<file path="src/rtl/si_tag_pkg.sv">
// si_tag_pkg
//   Shared constants, types and helpers for the tag lane scheduler.
//   - TAG_TIME_WIDTH / CHANNEL_WIDTH : field widths of one tag.
//   - tag_t                          : one buffered tag {tagtime, channel}.
//   - chan_to_enable_bit()           : maps a signed channel number onto its
//                                      bit in the channel_enable vector.
package si_tag_pkg;

  localparam int TAG_TIME_WIDTH   = 64;
  localparam int CHANNEL_WIDTH    = 6;
  localparam int ENABLE_IDX_WIDTH = 16;

  typedef struct packed {
    logic [TAG_TIME_WIDTH-1:0]       tagtime;
    logic signed [CHANNEL_WIDTH-1:0] channel;
  } tag_t;

  typedef struct packed {
    logic                        in_range;
    logic [ENABLE_IDX_WIDTH-1:0] idx;
  } chan_map_t;

  // Rising channel c (1..N) uses bit c-1; falling channel -c uses bit N+c-1.
  // Channel 0 and |ch| > N are reported as out of range (idx = 0).
  function automatic chan_map_t chan_to_enable_bit(
    input logic signed [CHANNEL_WIDTH-1:0] channel,
    input int                              channel_count
  );
    chan_map_t r;
    int        c;
    c = channel;
    r = '0;
    if (c > 0 && c <= channel_count) begin
      r.in_range = 1'b1;
      r.idx      = ENABLE_IDX_WIDTH'(c - 1);
    end else if (c < 0 && -c <= channel_count) begin
      r.in_range = 1'b1;
      r.idx      = ENABLE_IDX_WIDTH'(channel_count - c - 1);
    end
    return r;
  endfunction

endpackage

</file>
<file path="src/rtl/si_lowest_bit_select.sv">
// si_lowest_bit_select
//   Purely combinational lowest-set-bit finder.
//   Ports:
//     vec       in  WIDTH      input mask
//     onehot    out WIDTH      only the lowest set bit of vec (0 if none)
//     idx       out IDX_WIDTH  index of the lowest set bit (0 if none)
//     any       out 1          vec has at least one bit set
//     is_onehot out 1          vec has exactly one bit set
module si_lowest_bit_select #(
  parameter int WIDTH     = 4,
  parameter int IDX_WIDTH = (WIDTH > 1) ? $clog2(WIDTH) : 1
) (
  input  logic [WIDTH-1:0]     vec,
  output logic [WIDTH-1:0]     onehot,
  output logic [IDX_WIDTH-1:0] idx,
  output logic                 any,
  output logic                 is_onehot
);

  // Scan from the top down so the last hit written is the lowest one.
  always_comb begin
    onehot = '0;
    idx    = '0;
    for (int i = WIDTH - 1; i >= 0; i--) begin
      if (vec[i]) begin
        onehot    = '0;
        onehot[i] = 1'b1;
        idx       = IDX_WIDTH'(i);
      end
    end
  end

  assign any       = |vec;
  assign is_onehot = any && (vec == onehot);

endmodule

</file>
<file path="src/rtl/si_tag_lane_scheduler.sv">
// si_tag_lane_scheduler
//   Serialises a multi-lane tag beat into one tag per cycle, dropping lanes
//   whose channel is disabled, and backpressures the source while draining.
//   Ports:
//     clk, rst_n        clock, asynchronous active-low reset
//     s_axis_*          input beat: tvalid/tready, per-lane tagtime/channel,
//                       tkeep lane-valid mask
//     channel_enable    per-channel enable, sampled at beat acceptance
//     m_axis_*          output stream: one tag per handshake, tlast marks the
//                       final surviving tag of the beat
//     tag_count         emitted tags (wraps)
//     filtered_count    valid lanes dropped by the enable mask (wraps)
module si_tag_lane_scheduler
  import si_tag_pkg::*;
#(
  parameter int CHANNEL_COUNT   = 20,
  parameter int NUMBER_OF_WORDS = 4,
  parameter int LANE_IDX_WIDTH  = (NUMBER_OF_WORDS > 1) ? $clog2(NUMBER_OF_WORDS) : 1
) (
  input  logic                                      clk,
  input  logic                                      rst_n,
  input  logic                                      s_axis_tvalid,
  output logic                                      s_axis_tready,
  input  logic [TAG_TIME_WIDTH*NUMBER_OF_WORDS-1:0] s_axis_tagtime,
  input  logic [CHANNEL_WIDTH*NUMBER_OF_WORDS-1:0]  s_axis_channel,
  input  logic [NUMBER_OF_WORDS-1:0]                s_axis_tkeep,
  input  logic [2*CHANNEL_COUNT-1:0]                channel_enable,
  output logic                                      m_axis_tvalid,
  input  logic                                      m_axis_tready,
  output logic [TAG_TIME_WIDTH-1:0]                 m_axis_tagtime,
  output logic signed [CHANNEL_WIDTH-1:0]           m_axis_channel,
  output logic                                      m_axis_tlast,
  output logic [31:0]                               tag_count,
  output logic [31:0]                               filtered_count
);

  localparam int ENABLE_WIDTH = 2 * CHANNEL_COUNT;

  tag_t                       buf_reg [NUMBER_OF_WORDS];
  logic [NUMBER_OF_WORDS-1:0] pending_reg;
  logic [31:0]                tag_count_reg;
  logic [31:0]                filtered_count_reg;

  logic [NUMBER_OF_WORDS-1:0] enable_hit;
  logic [NUMBER_OF_WORDS-1:0] sel_onehot;
  logic [LANE_IDX_WIDTH-1:0]  sel_idx;
  logic                       any_pending;
  logic                       last_pending;
  logic                       accept;
  logic                       emit;
  logic [31:0]                filtered_inc;

  // Decoder-style lookup keeps the enable index width independent of the
  // (possibly non power-of-two) enable vector width.
  function automatic logic lane_enabled(
    input logic signed [CHANNEL_WIDTH-1:0] ch,
    input logic [ENABLE_WIDTH-1:0]         en
  );
    chan_map_t m;
    logic      hit;
    m   = chan_to_enable_bit(ch, CHANNEL_COUNT);
    hit = 1'b0;
    for (int b = 0; b < ENABLE_WIDTH; b++) begin
      if (m.idx == ENABLE_IDX_WIDTH'(b)) hit = en[b];
    end
    return m.in_range & hit;
  endfunction

  genvar gi;
  generate
    for (gi = 0; gi < NUMBER_OF_WORDS; gi++) begin : g_lane_hit
      assign enable_hit[gi] =
        lane_enabled(s_axis_channel[gi*CHANNEL_WIDTH +: CHANNEL_WIDTH], channel_enable);
    end
  endgenerate

  always_comb begin
    filtered_inc = '0;
    for (int i = 0; i < NUMBER_OF_WORDS; i++) begin
      if (s_axis_tkeep[i] && !enable_hit[i]) filtered_inc = filtered_inc + 32'd1;
    end
  end

  si_lowest_bit_select #(
    .WIDTH     (NUMBER_OF_WORDS),
    .IDX_WIDTH (LANE_IDX_WIDTH)
  ) u_sel (
    .vec       (pending_reg),
    .onehot    (sel_onehot),
    .idx       (sel_idx),
    .any       (any_pending),
    .is_onehot (last_pending)
  );

  // Ready when empty, or when the final tag leaves this very cycle so the
  // next beat can follow without a bubble.
  assign s_axis_tready = !any_pending || (last_pending && m_axis_tready);
  assign accept        = s_axis_tvalid && s_axis_tready;
  assign emit          = any_pending && m_axis_tready;

  always_ff @(posedge clk or negedge rst_n) begin
    if (!rst_n) begin
      pending_reg        <= '0;
      tag_count_reg      <= '0;
      filtered_count_reg <= '0;
      for (int i = 0; i < NUMBER_OF_WORDS; i++) buf_reg[i] <= '0;
    end else begin
      // Acceptance only happens with the old mask empty or on its last
      // handshake, so overwriting the mask never loses a tag.
      if (accept) begin
        pending_reg        <= s_axis_tkeep & enable_hit;
        filtered_count_reg <= filtered_count_reg + filtered_inc;
        for (int i = 0; i < NUMBER_OF_WORDS; i++) begin
          buf_reg[i].tagtime <= s_axis_tagtime[i*TAG_TIME_WIDTH +: TAG_TIME_WIDTH];
          buf_reg[i].channel <= s_axis_channel[i*CHANNEL_WIDTH +: CHANNEL_WIDTH];
        end
      end else if (emit) begin
        pending_reg <= pending_reg & ~sel_onehot;
      end
      if (emit) tag_count_reg <= tag_count_reg + 32'd1;
    end
  end

  assign m_axis_tvalid  = any_pending;
  assign m_axis_tagtime = buf_reg[sel_idx].tagtime;
  assign m_axis_channel = buf_reg[sel_idx].channel;
  assign m_axis_tlast   = last_pending;
  assign tag_count      = tag_count_reg;
  assign filtered_count = filtered_count_reg;

endmodule

</file>
<file path="config.mk">
export PLATFORM = sky130hd
export DESIGN_NAME = si_tag_lane_scheduler
export DESIGN_NICKNAME = d
export VERILOG_FILES = /design/src/rtl/si_tag_pkg.sv /design/src/rtl/si_lowest_bit_select.sv /design/src/rtl/si_tag_lane_scheduler.sv
export SDC_FILE = /design/constraint.sdc
export NUM_CORES = 1
export LEC_CHECK = 0
export ABC_AREA = 1
export BUFFER_PORTS_ARGS = -buffer_cell sky130_fd_sc_hd__buf_2
export CORE_MARGIN = 1
export CORE_UTILIZATION = 48
export CTS_BUF_LIST = sky130_fd_sc_hd__clkbuf_8 sky130_fd_sc_hd__clkbuf_16
export CTS_CLUSTER_DIAMETER = 100
export DETAILED_ROUTE_END_ITERATION = 12
export GPL_TIMING_DRIVEN = 0
export PLACE_DENSITY = 0.78
export SYNTH_ARGS = -nofsm -noshare
export SYNTH_HDL_FRONTEND = slang
export SYNTH_SLANG_ARGS = --single-unit
</file>
<file path="constraint.sdc">
create_clock -name clk -period 4.5 [get_ports clk]
set_clock_uncertainty 0.15 [all_clocks]
set_input_delay 0.675 -clock clk [delete_from_list [all_inputs] [get_ports clk]]
set_output_delay 0.675 -clock clk [all_outputs]
set_load 0.1 [all_outputs]
</file>
==> results.md, run 1 <==
- Run status: complete, but fails checks
- Failing checks: negative setup slack
- CTS root buf: clkbuf_16
- Inserted Clock Buffers: 37
- Max_slew headroom: 0.306
- Most numerous cell on the critical path: nand2_1
- Drt wl/cell: 20.6 um
- Total GRT Usage: 0.364
- Largest net degree at the start of global routing: 107
- Slew Viols, Final: 0
- Path type of the worst setup path: in2reg
- GRT overflow: 0
- Die Width: 209 um
- Pwr/cell area: 889 mW/mm^2
- Final nets: 3840
- Period minus WS final: 7820 ps
- Worst VDD drop: 880 uV
- Hold slack: 184 ps
- Drt via density: 5.57
- Maximum fanout along the worst path: 5
- I/O pins: 465
- Starting Density: 0.488
- Number of flip-flops in the largest register: 280
- Maxcap violations: 0
- Post-Syn Nets: 3226
- Register bit total from synthesis: 348
- Die area: 0.0436 sq mm
- Count of final hold-check violations: 0
- Highest-count cells in the layout ignoring fill and taps: nand2_1 (1044), buf_2 (452), dfrtp_1 (348)
- Layout cells sized above 1: 0.276
- DRC Markers: 0
- Post-synthesis sequential area ratio: 0.424
- Max frequency: 0.128 GHz
- Total power: 24.2 mW
- Slew of the pin with the lowest slew margin: 1040 ps
- RSZ-0062 raised after global routing: true
- Vias in the first global route: 21.2k
- H-tree depth: 2
- Final ANT Viol Nets: 0
- Clock sinks: 348
- CTS Buffer Depth: 3
- Core box area: 0.0420 sq mm
- Synth Warn #: 0
- Worst path max stage delay: 360 ps
- Worst EP required: 4800 ps
- Setup crit start kind: primary input
- Number of buffer cells added on primary ports: 462
- # rows: 75
- Final wirelength: 83.1 mm
- Yosys cell types: 58
- Die height: 209 um
- Setup Viol. Count Final: 33
- First DRT Iteration DRCs: 2223
- Routability cong.: 0.991
- Worst-skew pair later-pin latency: 530 ps
- Avg Synthesized Cell Area: 7.24 sq um
- Period utilization: 1.74
- Slowest CP cell: ha_1
- Worst min-delay path class: in2reg
- CTS tree: done
- Layout area overhead: 32.6%
- CP Capture Type: register
- Cells after Synth: 2835
- Length of the first detailed-routing pass in iterations: 5
- Initial antenna violation count: 30
- Clk slew on worst S/H paths: 60 ps
- FILL cells: 3645
- Final WS setup: -3320 ps
- Commonest non-fill, non-tap cell in the layout: nand2_1
- Post-Synthesis Cell Area: 0.0205 sq mm
- Vias after detailed routing: 22.5k
- First-pass GRT wire length: 121 mm
- Pleak: 14.2 nW
- DP HPWL: 58.8 mm
- WP data arrival: 8120 ps
==> synthesized netlist by cell type, drive strengths merged <==
| master | n | area, sq um |
|---|---|---|
| a2bb2oi | 2 | 17.5 |
| a2111oi | 3 | 26.3 |
| nor3b | 2 | 15.0 |
| inv | 230 | 866 |
| nand3 | 129 | 698 |
| and3 | 3 | 18.8 |
| a21oi | 29 | 168 |
| nand4 | 86 | 563 |
| dfrtp | 348 | 8710 |
| a211oi | 2 | 15.0 |
| nand3b | 12 | 90.1 |
| a31o | 8 | 70.1 |
| nor3 | 21 | 105 |
| clkinv | 2 | 7.51 |
| and3b | 2 | 17.5 |
| o211ai | 3 | 27.5 |
| o32ai | 70 | 613 |
| nor2 | 378 | 1520 |
| conb | 1 | 3.75 |
| clkbuf | 109 | 410 |
| a22oi | 2 | 15.0 |
| fa | 1 | 20.0 |
| o21ai | 124 | 651 |
| xor2 | 41 | 367 |
| and2 | 1 | 6.26 |
| o21bai | 1 | 7.51 |
| nand2 | 1104 | 4270 |
| xnor2 | 24 | 210 |
| buf | 11 | 60.1 |
| a41oi | 4 | 35.0 |
| nor4 | 7 | 50.1 |
| ha | 62 | 776 |
| or2 | 7 | 43.8 |
| a22o | 1 | 8.76 |
| nor4b | 1 | 8.76 |
| a31oi | 4 | 25.0 |
==> timing repair <==
action | 4_1_cts | 5_1_grt
buffers inserted | 46 | 64
setup endpoints to repair | 50 | 36
hold buffers | 1 | 0
endpoints found under the hold margin | 46 | 0
resized for setup | 64 | 172
cloned | 0 | 1
pin swaps | 37 | 78
==> critical path, delay by kind of cell <==
family,cells,cell delay [ps]
XOR/XNOR,1,160
adder cells (fa/ha/maj),5,1170
buffers and inverters,13,1260
AND/OR/NAND/NOR,50,4660
AO/OA/AOI/OAI,2,200
==> metal layers <==
metal | up-vias | global-route usage | wire [um]
met5 | - | 0 | 96
li1 | 10362 | - | -
met1 | 10448 | 0.445 | 31000
met2 | 1304 | 0.582 | 37700
met3 | 350 | 0.0906 | 8640
met4 | 14 | 0.219 | 5630
==> final timing paths <==
path	slack, ps	to	cells past startpoint	from
worst max-delay path	-3320	filtered_count[21]	71	s_axis_channel[3]
worst min-delay path	180	buf_reg[277]	3	s_axis_tagtime[61]
worst max register to register	530	filtered_count[21]	21	pending_reg[0]
worst min register to register	320	tag_count[31]	1	tag_count[31]
max in group asynchronous	1920	buf_reg[11]	5	rst_n
min in group asynchronous	490	tag_count[29]	2	rst_n
==> through the flow <==
stage / cells / utilization / area (sq um) / worst slack (ps) / setup TNS (ps)
detailed placement: 3839 / 0.574 / 24100 / -4240 / -104520
global placement: 3836 / 0.572 / 24000 / -4170 / -1529970
global route: 4034 / 0.647 / 27200 / -3950 / -102060
finish: 4039 / 0.647 / 27200 / -3320 / -82290
CTS: 3949 / 0.619 / 26000 / -2900 / -71710
floorplan: 2835 / - / 21000 / -3160 / -65890
==> cell families (layout without fill, tap and decap cells) <==
| family | count (synthesis) | count (layout) | share of synthesized area |
|---|---|---|---|
| XOR/XNOR | 65 | 65 | 0.0281 |
| AO/OA/AOI/OAI | 253 | 253 | 0.0818 |
| buffers and inverters | 352 | 989 | 0.0655 |
| other | 1 | 28 | 0.000183 |
| AND/OR/NAND/NOR | 1753 | 1754 | 0.361 |
| flip-flops | 348 | 348 | 0.424 |
| adder cells (fa/ha/maj) | 63 | 63 | 0.0388 |
==> area by class of cell <==
type,count,area [sq um],share of cell area
plain buffers,119,499,0.0184
multi-input cells,2136,11600,0.426
well taps,539,674,0.0248
diodes,27,67.6,0.00248
flip-flops and latches,348,8710,0.320
clock inverters,18,241,0.00888
repair buffers,575,3360,0.124
clock buffers,45,1060,0.0389
inverters,232,987,0.0363
==> report_power, final <==
| part | internal (mW) | leakage (nW) | switching (mW) |
|---|---|---|---|
| Combinational | 3.06 | 9.17 | 12.6 |
| Clock | 2.01 | 0.663 | 1.30 |
| Sequential | 4.41 | 4.37 | 0.767 |
Note: power is estimated with default switching activity, not from simulation.
==> run 2, diff against run 1 <==
Settings changed: ABC_AREA 1 to default, CTS_BUF_LIST sky130_fd_sc_hd__clkbuf_8 sky130_fd_sc_hd__clkbuf_16 to default.
==> results.md, run 2 <==
- Setup Viol. Count Final: 32 (-3.0%)
- Clk slew on worst S/H paths: 60 ps (about the same)
- Final ANT Viol Nets: 0 (unchanged)
- Critical Path Sink: filtered_count[26]
- CP Depth: 35 (-51%)
- Drt via density: 6.02 (+8.2%)
- Worst path max stage delay: 420 ps (+60 ps)
- Post-synth top cells: nand2_1 (909), dfrtp_1 (348), clkbuf_1 (94), nor2_1 (91), o21ai_0 (72)
- Leading area contributor after synthesis: dfrtp_1
- Maximum fanout along the worst path: 10 (+5)
- Post-Synthesis Cell Area: 0.0207 sq mm (+0.67%)
- Synth Warn #: 0 (unchanged)
- First DRT Iteration DRCs: 2266 (+1.9%)
- H-tree depth: 2 (unchanged)
- Crit. Startpoint: s_axis_channel[12]
- Clock sinks: 348 (unchanged)
- Register bit total from synthesis: 348 (unchanged)
- Final nets: 3335 (-13%)
- Pre-CTS WS: -3810 ps (+436 ps)
- Slowest CP cell: or3_4
- Path type of the worst setup path: in2reg
- Failing checks: negative setup slack
- Synth async-reset ratio: 1.00 (unchanged)
- FILL cells: 3417 (-6.3%)
- Synth top area share: 0.422 (-0.00283)
- Die area: 0.0439 sq mm (+0.66%)
- Most numerous cell on the critical path: nor2_2
- Pwr/cell area: 776 mW/mm^2 (-13%)
- Number of buffer cells added on primary ports: 460 (-0.43%)
- CTS Buffer Depth: 3 (unchanged)
- Worst VDD drop: 907 uV (+3.1%)
- Largest family of logic cells by synthesized area: simple AND/OR/NAND/NOR gates
- Length of the first detailed-routing pass in iterations: 6 (+1)
- Cell Area, Placed: 0.0241 sq mm (about the same)
- Avg Synthesized Cell Area: 8.78 sq um (+21%)
- CTS tree: done
- Area occupied by multi-input gates: 0.0123 sq mm (+6.1%)
- Compound-Gate Fraction of Synth Area: 0.125 (+0.0435)
- Post-synthesis sequential area ratio: 0.422 (-0.00283)
- Slew Viols, Final: 0 (unchanged)
- I/O pins: 465 (unchanged)
- Die Width: 209 um (+0.33%)
- Period minus WS final: 6680 ps (-1140 ps)
- Worst path bufs/invs: 9 (-4)
- Yosys cell types: 118 (+100%)
- Reg2reg path depth: 7 (-67%)
- CP Capture Type: register
- Final WS setup: -2180 ps (+1140 ps)
- Cells after DPL: 3354 (-13%)
- Mux cell area share after synthesis: 0.0905 (+0.0905)
- Synth top area cells: dfrtp_1 (42%), nand2_1 (17%), mux4_2 (7.6%)
- Die height: 209 um (+0.33%)
- Reg-to-Reg Start: pending_reg[1]
- Starting Density: 0.489 (+0.00109)
- Max frequency: 0.150 GHz (+17%)
- Post-route setup TNS: -56580 ps (+25710 ps)
- Xor/xnor share of the synthesized area: 0.0322 (+0.00411)
- Highest-count cells in the layout ignoring fill and taps: nand2_1 (902), buf_2 (466), dfrtp_1 (348)
- Run status: complete, but fails checks
- Flop2flop setup slack: 1020 ps (+490 ps)
- RSZ-0062 raised after global routing: true
- Max_slew headroom: 0.233 (-0.0721)
- Final wirelength: 79.6 mm (-4.2%)
- Core box area: 0.0422 sq mm (+0.45%)
- Worst-skew pair later-pin latency: 550 ps (+20 ps)
- Drt wl/cell: 22.5 um (+9.3%)
- Largest net degree at the start of global routing: 113 (+5.6%)
- DP HPWL: 57.9 mm (-1.5%)
- Vias in the first global route: 20.7k (-2.5%)
- Worst reg2reg endpoint: pending_reg[0]
- Worst EP required: 4820 ps (+20 ps)
- Count of final hold-check violations: 0 (unchanged)
- Simple-gate share of the synthesized area: 0.259 (-0.102)
- GRT overflow: 0 (unchanged)
- # rows: 75 (unchanged)
- Worst min-delay path class: in2reg
- Slew of the pin with the lowest slew margin: 1150 ps (+108 ps)
- Most common cell in the netlist: nand2_1
- Top_reg_cell synth: dfrtp_1
- Vias after detailed routing: 21.3k (-5.2%)
- Post-Syn Nets: 2743 (-15%)
- Layout area overhead: 31.2%
- Maxcap violations: 0 (unchanged)
- WP data arrival: 7000 ps (-1120 ps)
- Layout cells sized above 1: 0.307 (+0.0301)
- Setup crit start kind: primary input
- Cells after Synth: 2352 (-17%)
- Total GRT Usage: 0.351 (-0.0129)
- CTS root buf: clkbuf_16
- Fin area: 0.0271 sq mm (-0.36%)
- Number of flip-flops in the largest register: 280 (unchanged)
- Inserted Clock Buffers: 38 (+2.7%)
- Non-Filler Instances: 3539 (-12%)
- Flip-flop and latch area: 0.00871 sq mm (unchanged)
- Post-synth EDFFs: 0 (unchanged)
- First-pass GRT wire length: 118 mm (-2.1%)
- Pleak: 13.4 nW (-6.0%)
- Routability cong.: 0.970 (-2.1%)
- Crit path max-delay family: simple AND/OR/NAND/NOR gates
- Period utilization: 1.48 (-0.254)
- Commonest non-fill, non-tap cell in the layout: nand2_1
- DRC Markers: 0 (unchanged)
- Post-synthesis adder-cell area fraction: 0.0385 (-0.000259)
- Initial antenna violation count: 32 (+6.7%)
==> run 2: kinds of logic after synthesis <==
kind of cell	Yosys count
AND/OR/NAND/NOR	1246
AO/OA/AOI/OAI	351
XOR/XNOR	76
other	1
flip-flops	348
buffers and inverters	169
adder cells (fa/ha/maj)	63
multiplexers	98
==> run 2: timing repair <==
item                                    in CTS  in global routing
hold buffers                                 1                  0
endpoints found under the hold margin       71                  0
resized for setup                          101                 79
buffers inserted                            53                 40
pin swaps                                   57                 70
endpoints found under the setup margin      34                 49
==> run 2: where the power goes <==
group	total (mW)	internal (mW)	leakage, nW	switching [mW]
logic	12.6	2.99	8.29	9.59
registers	5.16	4.42	4.41	0.745
clock network	3.28	1.95	0.649	1.33
total	21.0	9.36	13.4	11.7
==> run 2: cell type report <==
type                    count  area share
repair buffers            557       0.117
flip-flops and latches    348       0.321
diodes                     28     0.00259
clock inverters            14     0.00623
clock buffers              54      0.0422
well taps                 539      0.0249
plain buffers             114      0.0230
inverters                  50     0.00900
multi-input cells        1835       0.454
==> run 2: stage by stage <==
step	util	power, mW	hold WS, ps
global route	0.641	21.9	144
floorplan	-	14.5	229
detailed placement	0.572	17.3	307
global placement	0.569	17.1	303
finish	0.642	21.0	152
CTS	0.624	20.8	137
==> run 2: metal layers <==
layer / GRT usage / share of wire / wire length (um)
met1: 0.451 / 0.38 / 30600
met5: 0 / 0.0014 / 108
met2: 0.557 / 0.46 / 36900
met4: 0.182 / 0.053 / 4200
met3: 0.0813 / 0.097 / 7740
==> run 2: worst reg2reg max path: cells and delay by family (launching register included) <==
kind	cells	cell delay [ps]
AOI/OAI and AO/OA	2	280
and+or+nand+nor	3	1160
DFF	1	430
buffers and inverters	2	1390
==> run 2: how the worst min path moves through the flow <==
stage / startpoint / endpoint / slack [ps] / cells past startpoint
after global routing: s_axis_tagtime[33] / buf_reg[249] / 140 / 3
after CTS: s_axis_tagtime[108] / buf_reg[190] / 140 / 3
after detailed placement: buf_reg[54] / buf_reg[54] / 310 / 2
final: s_axis_tagtime[108] / buf_reg[190] / 150 / 3
after global placement: buf_reg[126] / buf_reg[126] / 300 / 2
after floorplan: rst_n / buf_reg[0] / 230 / 0
